`config.mk`:
```
export PLATFORM = sky130hd
export DESIGN_NAME = iomem_cmd_master
export DESIGN_NICKNAME = d
export VERILOG_FILES = /design/src/rtl/iomem_bridge_pkg.sv /design/src/rtl/iomem_resp_shifter.sv /design/src/rtl/iomem_cmd_master.sv
export SDC_FILE = /design/constraint.sdc
export NUM_CORES = 1
export LEC_CHECK = 0
export BUFFER_PORTS_ARGS = -buffer_cell sky130_fd_sc_hd__buf_2
export CAP_MARGIN = 20
export CELL_PAD_IN_SITES_DETAIL_PLACEMENT = 1
export CELL_PAD_IN_SITES_GLOBAL_PLACEMENT = 2
export CORE_MARGIN = 4
export CORE_UTILIZATION = 38
export DETAILED_ROUTE_END_ITERATION = 7
export GPL_ROUTABILITY_DRIVEN = 0
export GPL_TIMING_DRIVEN = 0
export PLACE_DENSITY_LB_ADDON = 0.1
export SLEW_MARGIN = 25
export SYNTH_ARGS = -nofsm -noshare
export SYNTH_HDL_FRONTEND = slang
export SYNTH_SLANG_ARGS = --single-unit
```
`constraint.sdc`:
```
create_clock -name clk -period 6.4 [get_ports clk]
set_clock_uncertainty 0.2 [all_clocks]
set_input_delay 0.32 -clock clk [delete_from_list [all_inputs] [get_ports clk]]
set_output_delay 0.32 -clock clk [all_outputs]
set_load 0.01 [all_outputs]
```
`src/rtl/iomem_bridge_pkg.sv`:
```
// iomem_bridge_pkg
//   Shared constants for the byte-stream-to-iomem bridge: command opcodes,
//   response codes, response lengths and the bridge FSM state encoding.
package iomem_bridge_pkg;

   localparam logic [7:0] OP_READ     = 8'h52;   // 'R'
   localparam logic [7:0] OP_WRITE    = 8'h57;   // 'W'

   localparam logic [7:0] RSP_OK      = 8'h4B;   // 'K'
   localparam logic [7:0] RSP_TIMEOUT = 8'h54;   // 'T'
   localparam logic [7:0] RSP_BADOP   = 8'h3F;   // '?'

   // Response lengths in bytes: a bare status code, or 'K' plus 4 data bytes.
   localparam logic [2:0] RESP_LEN_SHORT = 3'd1;
   localparam logic [2:0] RESP_LEN_LONG  = 3'd5;

   typedef enum logic [2:0] {
      IDLE,
      ADDR,
      STRB,
      DATA,
      BUS,
      RESP
   } state_e;

endpackage

```
`src/rtl/iomem_resp_shifter.sv`:
```
// iomem_resp_shifter
//   Holds a response frame of up to 5 bytes and streams it out MSB byte first
//   over a valid/ready byte interface. Handles tx backpressure on its own so
//   the bridge FSM only has to load it and wait for done.
// Ports:
//   clk, reset       clock, asynchronous active-high reset
//   load_i           load load_data_i/load_len_i (only used while not sending)
//   load_data_i[39:0] frame, first byte in bits [39:32]
//   load_len_i[2:0]  number of bytes to send (1 or 5)
//   tx_ready_i       sink accepts the current byte
//   tx_valid_o       byte available
//   tx_data_o[7:0]   current byte
//   done_o           last byte is being accepted this cycle
module iomem_resp_shifter (
   input  logic        clk,
   input  logic        reset,
   input  logic        load_i,
   input  logic [39:0] load_data_i,
   input  logic [2:0]  load_len_i,
   input  logic        tx_ready_i,
   output logic        tx_valid_o,
   output logic [7:0]  tx_data_o,
   output logic        done_o
);

   logic [39:0] shreg_q;
   logic [2:0]  remain_q;
   logic        tx_valid_q;
   logic        tx_fire;

   assign tx_fire    = tx_valid_q && tx_ready_i;
   assign done_o     = tx_fire && (remain_q == 3'd1);
   assign tx_valid_o = tx_valid_q;
   assign tx_data_o  = shreg_q[39:32];

   always_ff @(posedge clk or posedge reset) begin
      if (reset) begin
         shreg_q    <= '0;
         remain_q   <= '0;
         tx_valid_q <= 1'b0;
      end else if (load_i) begin
         shreg_q    <= load_data_i;
         remain_q   <= load_len_i;
         tx_valid_q <= (load_len_i != 3'd0);
      end else if (tx_fire) begin
         // Zeros shift in behind the frame, so tx_data reads 0 once drained.
         shreg_q  <= {shreg_q[31:0], 8'h00};
         remain_q <= remain_q - 3'd1;
         if (remain_q == 3'd1) begin
            tx_valid_q <= 1'b0;
         end
      end
   end

endmodule

```
`src/rtl/iomem_cmd_master.sv`:
```
// iomem_cmd_master
//   Byte-stream-to-iomem bridge (bus initiator). Parses 'R'/'W' command
//   frames from an rx byte stream, runs one iomem transaction with a
//   TIMEOUT_CYCLES watchdog, and returns a framed response on the tx stream.
// Ports:
//   clk, reset                 clock, asynchronous active-high reset
//   rx_valid/rx_data/rx_ready  command byte input (valid/ready)
//   tx_valid/tx_data/tx_ready  response byte output (valid/ready)
//   iomem_valid/iomem_ready    transaction request / completion pulse
//   iomem_wstrb/addr/wdata     request fields, held while iomem_valid=1
//   iomem_rdata                read data, sampled when iomem_ready=1
//   busy                       high whenever the FSM is not in IDLE
module iomem_cmd_master #(
   parameter int unsigned TIMEOUT_CYCLES = 255
) (
   input  logic        clk,
   input  logic        reset,
   input  logic        rx_valid,
   input  logic [7:0]  rx_data,
   output logic        rx_ready,
   output logic        tx_valid,
   output logic [7:0]  tx_data,
   input  logic        tx_ready,
   output logic        iomem_valid,
   input  logic        iomem_ready,
   output logic [3:0]  iomem_wstrb,
   output logic [31:0] iomem_addr,
   output logic [31:0] iomem_wdata,
   input  logic [31:0] iomem_rdata,
   output logic        busy
);

   import iomem_bridge_pkg::*;

   // Count value at which the current BUS cycle is the last one allowed.
   localparam logic [15:0] TMO_LAST = 16'(TIMEOUT_CYCLES - 1);

   state_e      state_q, state_d;
   logic        is_write_q, is_write_d;
   logic [1:0]  byte_cnt_q, byte_cnt_d;
   logic [15:0] tmo_cnt_q, tmo_cnt_d;
   logic [31:0] addr_q, addr_d;
   logic [31:0] wdata_q, wdata_d;
   logic [3:0]  wstrb_q, wstrb_d;
   logic        valid_q, valid_d;
   logic        rx_ready_q, rx_ready_d;

   logic        rx_fire;
   logic        ld;
   logic [39:0] ld_data;
   logic [2:0]  ld_len;
   logic        tx_done;

   assign rx_fire     = rx_valid && rx_ready_q;
   assign rx_ready    = rx_ready_q;
   assign iomem_valid = valid_q;
   assign iomem_addr  = addr_q;
   assign iomem_wdata = wdata_q;
   assign iomem_wstrb = wstrb_q;
   assign busy        = (state_q != IDLE);

   always_ff @(posedge clk or posedge reset) begin
      if (reset) begin
         state_q    <= IDLE;
         is_write_q <= 1'b0;
         byte_cnt_q <= '0;
         tmo_cnt_q  <= '0;
         addr_q     <= '0;
         wdata_q    <= '0;
         wstrb_q    <= '0;
         valid_q    <= 1'b0;
         rx_ready_q <= 1'b0;
      end else begin
         state_q    <= state_d;
         is_write_q <= is_write_d;
         byte_cnt_q <= byte_cnt_d;
         tmo_cnt_q  <= tmo_cnt_d;
         addr_q     <= addr_d;
         wdata_q    <= wdata_d;
         wstrb_q    <= wstrb_d;
         valid_q    <= valid_d;
         rx_ready_q <= rx_ready_d;
      end
   end

   always_comb begin
      state_d    = state_q;
      is_write_d = is_write_q;
      byte_cnt_d = byte_cnt_q;
      tmo_cnt_d  = tmo_cnt_q;
      addr_d     = addr_q;
      wdata_d    = wdata_q;
      wstrb_d    = wstrb_q;
      valid_d    = valid_q;
      ld         = 1'b0;
      ld_data    = '0;
      ld_len     = RESP_LEN_SHORT;

      case (state_q)
         IDLE: begin
            if (rx_fire) begin
               if (rx_data == OP_READ || rx_data == OP_WRITE) begin
                  is_write_d = (rx_data == OP_WRITE);
                  byte_cnt_d = '0;
                  state_d    = ADDR;
               end else begin
                  ld      = 1'b1;
                  ld_data = {RSP_BADOP, 32'h0};
                  state_d = RESP;
               end
            end
         end
         ADDR: begin
            if (rx_fire) begin
               addr_d     = {addr_q[23:0], rx_data};
               byte_cnt_d = byte_cnt_q + 2'd1;
               if (byte_cnt_q == 2'd3) begin
                  if (is_write_q) begin
                     state_d = STRB;
                  end else begin
                     wstrb_d   = 4'h0;
                     valid_d   = 1'b1;
                     tmo_cnt_d = '0;
                     state_d   = BUS;
                  end
               end
            end
         end
         STRB: begin
            if (rx_fire) begin
               wstrb_d = rx_data[3:0];
               state_d = DATA;
            end
         end
         DATA: begin
            if (rx_fire) begin
               wdata_d    = {wdata_q[23:0], rx_data};
               byte_cnt_d = byte_cnt_q + 2'd1;
               if (byte_cnt_q == 2'd3) begin
                  valid_d   = 1'b1;
                  tmo_cnt_d = '0;
                  state_d   = BUS;
               end
            end
         end
         BUS: begin
            // Completion takes priority over an expiring watchdog.
            if (iomem_ready) begin
               valid_d = 1'b0;
               ld      = 1'b1;
               state_d = RESP;
               // The reply follows the opcode, so a 'W' with S=0 still gets
               // a bare 'K' even though it went out as a read.
               if (is_write_q) begin
                  ld_data = {RSP_OK, 32'h0};
               end else begin
                  ld_data = {RSP_OK, iomem_rdata};
                  ld_len  = RESP_LEN_LONG;
               end
            end else if (tmo_cnt_q == TMO_LAST) begin
               valid_d = 1'b0;
               ld      = 1'b1;
               ld_data = {RSP_TIMEOUT, 32'h0};
               state_d = RESP;
            end else begin
               tmo_cnt_d = tmo_cnt_q + 16'd1;
            end
         end
         RESP: begin
            if (tx_done) begin
               state_d = IDLE;
            end
         end
         default: state_d = IDLE;
      endcase

      rx_ready_d = (state_d == IDLE) || (state_d == ADDR) ||
                   (state_d == STRB) || (state_d == DATA);
   end

   iomem_resp_shifter u_resp (
      .clk         (clk),
      .reset       (reset),
      .load_i      (ld),
      .load_data_i (ld_data),
      .load_len_i  (ld_len),
      .tx_ready_i  (tx_ready),
      .tx_valid_o  (tx_valid),
      .tx_data_o   (tx_data),
      .done_o      (tx_done)
   );

endmodule

```
==> flow_metrics.py <==
metrics = {
    "run_status": {
        "outcome": "finished clean",
    },
    "timing": {
        "tns_ns": 0,
        "rsz0062_at_grt": "false",
        "final_max_slew_viol_count": 0,
        "post-route-period-util": 0.392,
        "slew_headroom": 0.488,
        "period_minus_slack_ns": 2.51,
        "clock.fmax_mhz": 399,
        "setup_violations": 0,
        "finalHoldViolations": 0,
        "worst_slew_pin_slew_ns": 0.767,
    },
    "worst_setup_path": {
        "rr_worst_depth": 7,
        "worst-path-max-fanout": 10,
        "crit_path_start": "rx_data[3]",
        "crit_path_end": "u_resp.shreg_q[16]",
        "critPathKind": "primary input to register",
        "cp_data_arrival_time_ns": 2.64,
        "cp_data_required_time_ns": 6.53,
        "r2r_slack_ns": 3.96,
        "critical-path-slowest-cell": "dlygate4sd3_1",
        "r2r_end": "u_resp.shreg_q[20]",
        "crit_buf_inv": 4,
        "r2r-start": "state_q[2]",
        "end_kind": "register",
        "crit_path_cell_trace": "dlygate4sd3_1, buf_2, nand4bb_4, o311a_1, a211oi_2, buf_4, buf_6, o21ai_1, a21oi_1",
        "max_stage_delay_ns": 0.54,
        "start_kind": "primary input",
        "cp_num_cells": 9,
        "crit_family": "buffers and inverters",
    },
    "clock_tree": {
        "clockBufferDepth": 2,
        "clk_latency_ns": 0.41,
        "cts.sinks": 136,
        "clkTransAtPathRegs_ns": 0.06,
        "htree_levels": 4,
        "post_cts_buffers": 0,
        "numCtsBuffers": 17,
        "cts-root-buf": "clkbuf_16",
        "cts_tree": "yes",
    },
    "place": {
        "dp.cells": 849,
        "dpl_cell_area_um2": 6870,
        "dp_hpwl_um": 11200,
        "port_buffers": 124,
    },
    "synthesis": {
        "syn_nets": 563,
        "yosysWarningCount": 0,
        "ys.flop_type": "dfrtp_1",
        "postSynth.asyncResetShare": 1.00,
        "synthCells": 513,
        "synth-edff-count": 0,
        "synth_cell_type_count": 54,
        "ys_ff_latch": 136,
        "syn-cell-area_um2": 5950,
        "synth.yosys.seq_area_share": 0.572,
        "postSynthAreaPerCell_um2": 11.6,
    },
    "power_and_ir_drop": {
        "totalPowerFinal_mw": 3.06,
        "cellPowerDensity_nw_per_um2": 392,
        "peakVddDrop_mv": 0.278,
        "p_leak_nw": 3.85,
    },
    "grt": {
        "first_global_vias": 5209,
        "grt_usage": 0.192,
        "antenna_found_initial": 0,
        "grt_max_degree": 81,
        "grt_first_pass_wirelength_um": 27200,
        "grt_overflow": 0,
    },
    "floorplan": {
        "ios": 125,
        "die_x_um": 133,
        "dieHeight_um": 133,
        "start_util": 0.390,
        "die-area_um2": 17700,
        "fp-row-count": 45,
        "core_area_um2": 15300,
    },
    "detailed_routing": {
        "drt_pass1_iterations": 4,
        "wl_per_cell_um": 17.7,
        "viasPerCell": 5.04,
        "wl_um": 16200,
        "postRouteAntennaNets": 0,
        "drc": 0,
        "drtIter0Drc": 206,
        "dr_total_vias": 4619,
    },
    "worst_hold_path": {
        "min_path_type": "primary input to register",
    },
    "cells_and_area": {
        "area.sequential_um2": 3400,
        "multi_input_area_um2": 2330,
        "area_growth_pct": 31.0,
        "final_nets": 743,
        "drive_gt1_frac": 0.355,
        "diodes": 0,
        "fillerInstances": 1708,
        "fin_cells": 916,
        "fin_util": 0.510,
        "final_area_um2": 7790,
    },
    "run": {
        "drv_cap": 0,
    },
}
## synthesized netlist by cell type (5+ instances only)
cell / instances / share of area
dfrtp_1: 136 / 0.57
mux2_2: 66 / 0.12
nor2_1: 46 / 0.029
nand2_1: 45 / 0.028
a21oi_1: 30 / 0.025
o21ai_0: 27 / 0.023
o21ai_1: 17 / 0.014
xor2_1: 12 / 0.018
inv_1: 11 / 0.0069
buf_4: 10 / 0.013
buf_2: 9 / 0.0076
nand3_1: 9 / 0.0076
nand4_1: 9 / 0.0095
a22o_1: 8 / 0.012
clkbuf_1: 8 / 0.0051
and3_1: 7 / 0.0074
nor3_1: 6 / 0.0051
ha_1: 5 / 0.011
## state kept, by name, indices dropped and copies added (netlist names)
signal	cells
u_resp.remain_q	3
tmo_cnt_q	16
byte_cnt_q	2
iomem_valid	1
iomem_wdata	32
iomem_addr	32
u_resp.tx_valid_o	1
u_resp.shreg_q	40
is_write_q	1
state_q	3
rx_ready	1
iomem_wstrb	4
## logic make-up after synthesis
family,synth area share
buf+inv,0.0354
simple gates,0.128
mux,0.130
fa+ha+maj,0.0105
compound gates,0.103
flops,0.572
xor+xnor,0.0206
## metrics by stage
stage               hold slack [ns]  worst slack, ns
global route                0.00132             3.69
global placement              0.257            0.636
CTS                        0.000681             3.88
finish                       0.0194             3.89
detailed placement            0.242             3.94
floorplan                     0.249             2.24
## where the power goes
part	total, mW	switching [mW]	internal, mW
Combinational	0.863	0.467	0.397
Sequential	1.24	0.155	1.09
Clock	0.948	0.376	0.572
Total	3.06	0.997	2.06
## placed cells by master, fill, tap and decap left out, types with 4 or more instances in the layout
| cell | count |
|---|---|
| o21ai_1 | 17 |
| clkbuf_16 | 17 |
| o21ai_0 | 27 |
| nand4_1 | 9 |
| dlygate4sd3_1 | 36 |
| mux2_2 | 66 |
| a21oi_1 | 30 |
| clkbuf_1 | 11 |
| and3_1 | 7 |
| dfrtp_1 | 136 |
| buf_4 | 10 |
| clkinvlp_4 | 4 |
| nand2_1 | 45 |
| nand3_1 | 9 |
| ha_1 | 5 |
| xor2_1 | 12 |
| nor2_1 | 46 |
| nor3_1 | 6 |
| and2_1 | 4 |
| inv_1 | 10 |
| buf_2 | 133 |
| a22o_1 | 8 |
## worst min path at each step
stage          depth (start not counted)                  to  slack (ns)            start
2_1_floorplan                          2  u_resp.shreg_q[15]        0.25  iomem_rdata[15]
3_3_place_gp                           2      iomem_wstrb[0]        0.26   iomem_wstrb[0]
3_5_place_dp                           2     iomem_wdata[27]        0.24            reset
4_1_cts                                2       iomem_addr[0]      0.0007       rx_data[0]
5_1_grt                                2      iomem_wdata[6]       0.001       rx_data[6]
6_report                               2       iomem_addr[6]        0.02       rx_data[6]
## layer usage
metal / GRT usage / share of wire / vias up / wire, um
met5: 0 / 0 / - / 0
met3: 0.0646 / 0.061 / 8 / 990
met1: 0.237 / 0.43 / 2346 / 6950
met4: 0.0473 / 0.0058 / 0 / 94
met2: 0.324 / 0.50 / 103 / 8150
li1: - / - / 2162 / -
## timing repair
action / in CTS / in global routing
gates resized for setup: 0 / 0
hold buffers: 36 / 0
endpoints found under the hold margin: 117 / 0
## area by class of cell
| class | instances | area share |
|---|---|---|
| clock buffers | 20 | 0.0561 |
| inverters | 11 | 0.00627 |
| flip-flops and latches | 136 | 0.437 |
| clock inverters | 11 | 0.0162 |
| well taps | 211 | 0.0339 |
| multi-input cells | 336 | 0.299 |
| plain buffers | 30 | 0.0217 |
| repair buffers | 161 | 0.129 |
No activity file was read; power rests on OpenSTA's default activity.
